--- src/rtl/mul_iter_param_if.sv ---
// Request/result bundle for mul_iter_param: four-phase req/ack handshake,
// operands and controls from the master, result and status from the slave.
interface mul_iter_param_if #(
  parameter int unsigned WIDTH = 32
);
  logic             req;
  logic [WIDTH-1:0] a;
  logic [WIDTH-1:0] b;
  logic             is_signed;
  logic             hi_sel;
  logic [WIDTH-1:0] out;
  logic             ack;
  logic             busy;

  modport master (
    output req, a, b, is_signed, hi_sel,
    input  out, ack, busy
  );

  modport slave (
    input  req, a, b, is_signed, hi_sel,
    output out, ack, busy
  );
endinterface

--- src/rtl/mul_iter_param.sv ---
// Iterative shift-add multiplier retiring BITS_PER_CYCLE multiplier bits per cycle.
// Optional MUL_EARLY_TERM_EN ends MULTIPLY once the remaining multiplier is zero.
module mul_iter_param #(
  parameter int unsigned WIDTH          = 32,
  parameter int unsigned BITS_PER_CYCLE = 2
) (
  input  logic              clk,
  input  logic              rst,
  mul_iter_param_if.slave   bus
);

  localparam int unsigned PW = 2 * WIDTH;
  localparam int unsigned CW = $clog2(WIDTH) + 1;
  localparam int unsigned GW = WIDTH + BITS_PER_CYCLE;

  typedef enum logic [1:0] {
    S_IDLE,
    S_MULTIPLY,
    S_FINISH,
    S_WAIT_REQ_LOW
  } state_e;

  state_e           state_q, state_d;
  logic [WIDTH-1:0] mcand_q, mcand_d;
  logic [WIDTH-1:0] mplier_q, mplier_d;
  logic [PW-1:0]    product_q, product_d;
  logic [CW-1:0]    bit_cnt_q, bit_cnt_d;
  logic             neg_q, neg_d;
  logic             hi_sel_q, hi_sel_d;
  logic [WIDTH-1:0] out_q, out_d;
  logic             ack_q, ack_d;
  logic             busy_q, busy_d;

  logic [WIDTH-1:0] a_mag_c, b_mag_c, mplier_shr_c;
  logic [GW-1:0]    partial_c;
  logic [PW-1:0]    product_sum_c, result_c;
  logic             last_c, done_c;

  // Sign-magnitude capture: the most negative value maps to 2^(WIDTH-1).
  assign a_mag_c = (bus.is_signed && bus.a[WIDTH-1]) ? -bus.a : bus.a;
  assign b_mag_c = (bus.is_signed && bus.b[WIDTH-1]) ? -bus.b : bus.b;

  assign partial_c     = GW'(mcand_q) * GW'(mplier_q[BITS_PER_CYCLE-1:0]);
  assign product_sum_c = product_q + (PW'(partial_c) << bit_cnt_q);
  assign mplier_shr_c  = mplier_q >> BITS_PER_CYCLE;
  assign result_c      = neg_q ? -product_q : product_q;
  assign last_c        = (bit_cnt_q == CW'(WIDTH - BITS_PER_CYCLE));

`ifdef MUL_EARLY_TERM_EN
  assign done_c = last_c || (mplier_shr_c == '0);
`else
  assign done_c = last_c;
`endif

  always_ff @(posedge clk or posedge rst) begin
    if (rst) begin
      state_q   <= S_IDLE;
      mcand_q   <= '0;
      mplier_q  <= '0;
      product_q <= '0;
      bit_cnt_q <= '0;
      neg_q     <= 1'b0;
      hi_sel_q  <= 1'b0;
      out_q     <= '0;
      ack_q     <= 1'b0;
      busy_q    <= 1'b0;
    end else begin
      state_q   <= state_d;
      mcand_q   <= mcand_d;
      mplier_q  <= mplier_d;
      product_q <= product_d;
      bit_cnt_q <= bit_cnt_d;
      neg_q     <= neg_d;
      hi_sel_q  <= hi_sel_d;
      out_q     <= out_d;
      ack_q     <= ack_d;
      busy_q    <= busy_d;
    end
  end

  always_comb begin
    state_d   = state_q;
    mcand_d   = mcand_q;
    mplier_d  = mplier_q;
    product_d = product_q;
    bit_cnt_d = bit_cnt_q;
    neg_d     = neg_q;
    hi_sel_d  = hi_sel_q;
    out_d     = out_q;
    ack_d     = ack_q;

    case (state_q)
      S_IDLE: begin
        ack_d = 1'b0;
        if (bus.req) begin
          mcand_d   = a_mag_c;
          mplier_d  = b_mag_c;
          neg_d     = bus.is_signed & (bus.a[WIDTH-1] ^ bus.b[WIDTH-1]);
          hi_sel_d  = bus.hi_sel;
          product_d = '0;
          bit_cnt_d = '0;
          state_d   = S_MULTIPLY;
        end
      end
      S_MULTIPLY: begin
        product_d = product_sum_c;
        mplier_d  = mplier_shr_c;
        bit_cnt_d = bit_cnt_q + CW'(BITS_PER_CYCLE);
        if (done_c) state_d = S_FINISH;
      end
      S_FINISH: begin
        out_d   = hi_sel_q ? result_c[PW-1:WIDTH] : result_c[WIDTH-1:0];
        ack_d   = 1'b1;
        state_d = S_WAIT_REQ_LOW;
      end
      S_WAIT_REQ_LOW: begin
        if (!bus.req) begin
          ack_d   = 1'b0;
          state_d = S_IDLE;
        end
      end
      default: state_d = S_IDLE;
    endcase

    busy_d = (state_d == S_MULTIPLY) || (state_d == S_FINISH);
  end

  assign bus.out  = out_q;
  assign bus.ack  = ack_q;
  assign bus.busy = busy_q;

endmodule
--- src/flat_wrapper.sv ---
// flat-port wrapper written by rule: the top's interface ports become plain ports
module mul_iter_param_flat 
#(
  parameter int unsigned WIDTH          = 32,
  parameter int unsigned BITS_PER_CYCLE = 2
)
  (clk, rst, bus_req, bus_a, bus_b, bus_is_signed, bus_hi_sel, bus_out, bus_ack, bus_busy);
  mul_iter_param_if #(.WIDTH(WIDTH)) bus_i ();
  input  logic clk;
  input  logic rst;
  input wire logic [$bits(bus_i.req)-1:0] bus_req;
  input wire logic [$bits(bus_i.a)-1:0] bus_a;
  input wire logic [$bits(bus_i.b)-1:0] bus_b;
  input wire logic [$bits(bus_i.is_signed)-1:0] bus_is_signed;
  input wire logic [$bits(bus_i.hi_sel)-1:0] bus_hi_sel;
  output wire logic [$bits(bus_i.out)-1:0] bus_out;
  output wire logic [$bits(bus_i.ack)-1:0] bus_ack;
  output wire logic [$bits(bus_i.busy)-1:0] bus_busy;
  assign bus_i.req = bus_req;
  assign bus_i.a = bus_a;
  assign bus_i.b = bus_b;
  assign bus_i.is_signed = bus_is_signed;
  assign bus_i.hi_sel = bus_hi_sel;
  assign bus_out = bus_i.out;
  assign bus_ack = bus_i.ack;
  assign bus_busy = bus_i.busy;
  mul_iter_param #(.WIDTH(WIDTH), .BITS_PER_CYCLE(BITS_PER_CYCLE)) u_core (.clk(clk), .rst(rst), .bus(bus_i));
endmodule
--- config.mk ---
export PLATFORM = sky130hd
export DESIGN_NAME = mul_iter_param_flat
export DESIGN_NICKNAME = d
export VERILOG_FILES = /design/src/rtl/mul_iter_param_if.sv /design/src/rtl/mul_iter_param.sv /design/src/flat_wrapper.sv
export SDC_FILE = /design/constraint.sdc
export NUM_CORES = 1
export LEC_CHECK = 0
export ABC_AREA = 1
export CORE_ASPECT_RATIO = 1.5
export CORE_MARGIN = 8
export CORE_UTILIZATION = 45
export DETAILED_ROUTE_END_ITERATION = 8
export PLACE_DENSITY = 0.67
export SLEW_MARGIN = 20
export SYNTH_ARGS = -nofsm -noshare
export SYNTH_HDL_FRONTEND = slang
export SYNTH_SLANG_ARGS = --single-unit
--- constraint.sdc ---
create_clock -name clk -period 17.45 [get_ports clk]
set_input_delay 5.235 -clock clk [delete_from_list [all_inputs] [get_ports clk]]
set_output_delay 5.235 -clock clk [all_outputs]
set_load 0.05 [all_outputs]
==> results.sh <==
export IMPL_ys_seq_area_share_pct=23.6
export IMPL_async_reset_ff_share_pct=100
export IMPL_wl_mm=68.5
export IMPL_route_detailed_drc=0
export IMPL_cp_data_arrival_time_ns=7.97
export IMPL_dpl_hpwl_mm=55.6
export IMPL_cts_num_sinks=171
export IMPL_max_freq_ghz=0.132
export IMPL_mostFrequentLayoutCell="nand2_1"
export IMPL_antenna_found_initial=0
export IMPL_die_h_um=262
export IMPL_ioPinCount=103
export IMPL_maxCapViolations=0
export IMPL_status="completed"
export IMPL_tns_ns=0
export IMPL_syn_area_per_cell_um2=6.08
export IMPL_cts_buffer_depth=2
export IMPL_cts_max_level=4
export IMPL_wl_met2_mm=34.8
export IMPL_vias=20000
export IMPL_required_ns=17.82
export IMPL_num_rows=90
export IMPL_fin_util_pct=50.5
export IMPL_synth_edf_count=0
export IMPL_crit_type="primary input to register"
export IMPL_drt_iter0_markers=1368
export IMPL_worstHoldStart="u_core.bus.out[11]"
export IMPL_drv_slew=0
export IMPL_num_antenna_cells=0
export IMPL_drive_above_1_share_pct=3.69
export IMPL_instances_no_fill=3539
export IMPL_cp_end_kind="register"
export IMPL_post_drt_via_cell_ratio=5.65
export IMPL_dp_cells=3507
export IMPL_core_area_um2=40000
export IMPL_cp_start_kind="primary input"
export IMPL_fin_skew_ns=0.0152
export IMPL_slew_headroom_pct=30.8
export IMPL_layout_common_cells="707 x nand2_1, 371 x inv_1, 361 x nor2_1, 303 x o21ai_0, 228 x a21oi_1"
export IMPL_area_growth_pct=11.3
export IMPL_synthCells=2984
export IMPL_drt_pass1_iter_count=9
export IMPL_rsz0062_at_grt="no"
export IMPL_io_buffers=102
export IMPL_max_slew_worst_pin_slew_ns=1.04
export IMPL_grt_start_max_net_pins=90
export IMPL_clk_latency_ns=0.48
export IMPL_ys_flop_type="dfrtp_1"
export IMPL_cp_max_fo=89
export IMPL_grt_pass1_vias=19500
export IMPL_reg2reg_from="u_core.mplier_q[0]"
export IMPL_ys_warnings_count=0
export IMPL_cts_root_buf="clkbuf_16"
export IMPL_hold_class="register to register"
export IMPL_cts_hold_buf=0
export IMPL_cts_resized=0
export IMPL_cts_tree="built"
export IMPL_wl_met1_mm=26.7
export IMPL_synth_cell_area_um2=18100
export IMPL_finalSetupViolCount=0
export IMPL_nets=3190
export IMPL_initial_core_util_pct=45.4
export IMPL_postCtsSetupBuffers=0
export IMPL_synth_cell_types=57
export IMPL_highest_layer="met4"
export IMPL_avgRoutedWirePerCell_um=19.4
export IMPL_synth_seq_cells=171
export IMPL_dieArea_um2=47100
export IMPL_gp_congestion=1.01
export IMPL_crit_start="bus_req"
export IMPL_cts_made_buffers=17
export IMPL_gr_usage_all_layers_pct=29.0
export IMPL_dr_wl_met3_mm=2.65
export IMPL_ant_nets=0
export IMPL_path_clk_slew_ns=0.08
export IMPL_grt_pass1_wl_mm=107
export IMPL_period_minus_slack_ns=7.60
export IMPL_finalCritPeriodShare_pct=43.6
export IMPL_syn_nets=3154
export IMPL_final_hold_viol_count=0
export IMPL_grt_overflow=0
export IMPL_die_width_um=180
[Yosys cell counts (3+ instances only)]
cell type	n	share of area [%]
a21oi_2	3	0.14
nor3_4	3	0.27
ha_1	99	6.8
a31oi_1	33	1.1
nand2_2	6	0.21
nor2_1	364	7.5
a21boi_0	4	0.17
o21ai_0	303	8.4
o211ai_1	10	0.41
clkbuf_1	75	1.6
nor2_2	4	0.14
dfrtp_1	171	24
nand4_1	20	0.69
a21o_1	5	0.21
mux2i_1	3	0.17
nand2_1	707	15
buf_2	5	0.14
inv_1	373	7.7
xor2_1	60	2.9
o21a_1	10	0.41
o31ai_1	13	0.54
nor4_1	19	0.66
xnor2_1	23	1.1
or2_1	3	0.10
nand3b_1	7	0.29
o22ai_1	39	1.3
or2_2	11	0.38
o21bai_1	12	0.50
buf_1	26	0.54
and2_1	6	0.21
o21ai_2	7	0.34
a22oi_1	29	1.2
a21oi_1	228	6.3
nor3_1	38	1.0
o21ai_1	20	0.55
nor3_2	4	0.22
nand3_1	211	5.8
nor2_4	4	0.25
[metal layers]
layer / track usage, % / up-vias
met1: 31.5 / 9263
met4: 18.4 / 0
met2: 53.5 / 573
met5: 0 / -
li1: - / 9990
met3: 3.20 / 171
[registers in the layout, indices dropped and copies added (netlist names)]
register          count
u_core.product_q     64
u_core.bus.out       32
u_core.mcand_q       32
u_core.mplier_q      32
u_core.bit_cnt_q      5
u_core.state_q        2
u_core.bus.ack        1
u_core.bus.busy       1
u_core.hi_sel_q       1
u_core.neg_q          1
[area by class of cell]
class                   instances  area (um^2)
well taps                     506          633
fillers                      4212        19800
repair buffers                123         1180
flip-flops and latches        171         4280
clock inverters                14          169
multi-input cells            2329        12100
inverters                     378         1430
clock buffers                  18          439
[logic make-up (layout without fill, tap and decap cells)]
kind of cell	after synthesis	count (layout)	share of synthesized area, %
AO/OA/AOI/OAI	728	728	22.2
buffers and inverters	484	533	10.1
XOR/XNOR	83	83	4.01
flip-flops	171	171	23.6
AND/OR/NAND/NOR	1414	1414	32.9
adder cells (fa/ha/maj)	101	101	7.05
multiplexers	3	3	0.166
[per-stage QoR]
stage / worst slack (ns) / hold slack [ns] / instance area (um^2)
detailed placement: 9.39 / 0.472 / 19600
global route: 9.59 / 0.516 / 20200
finish: 9.85 / 0.492 / 20200
global placement: 9.46 / 0.463 / 19600
floorplan: 7.58 / 0.450 / 18100
CTS: 9.88 / 0.493 / 20200
[final timing paths]
kind                       slack, ns  cells past startpoint              endpoint
max reg2reg                    10.92                     30  u_core.product_q[60]
min reg2reg                     0.49                      2    u_core.bus.out[11]
min in group asynchronous       5.21                      2  u_core.product_q[52]
min                             0.49                      2    u_core.bus.out[11]
max                             9.85                      8   u_core.mplier_q[21]
max in group asynchronous      11.03                      3   u_core.product_q[5]
[critical path, stage by stage]
cell and delay (ns):
clkdlybuf4s50_1 0.47, nand3_2 0.13, buf_4 0.60, inv_1 0.49, nor2_4 0.21, buf_4 0.53, a22oi_1 0.14, o31ai_1 0.11
Power is left out: the tool's default activity adds up to more than one toggle a clock period on the data nets, which glitch-free logic cannot reach.
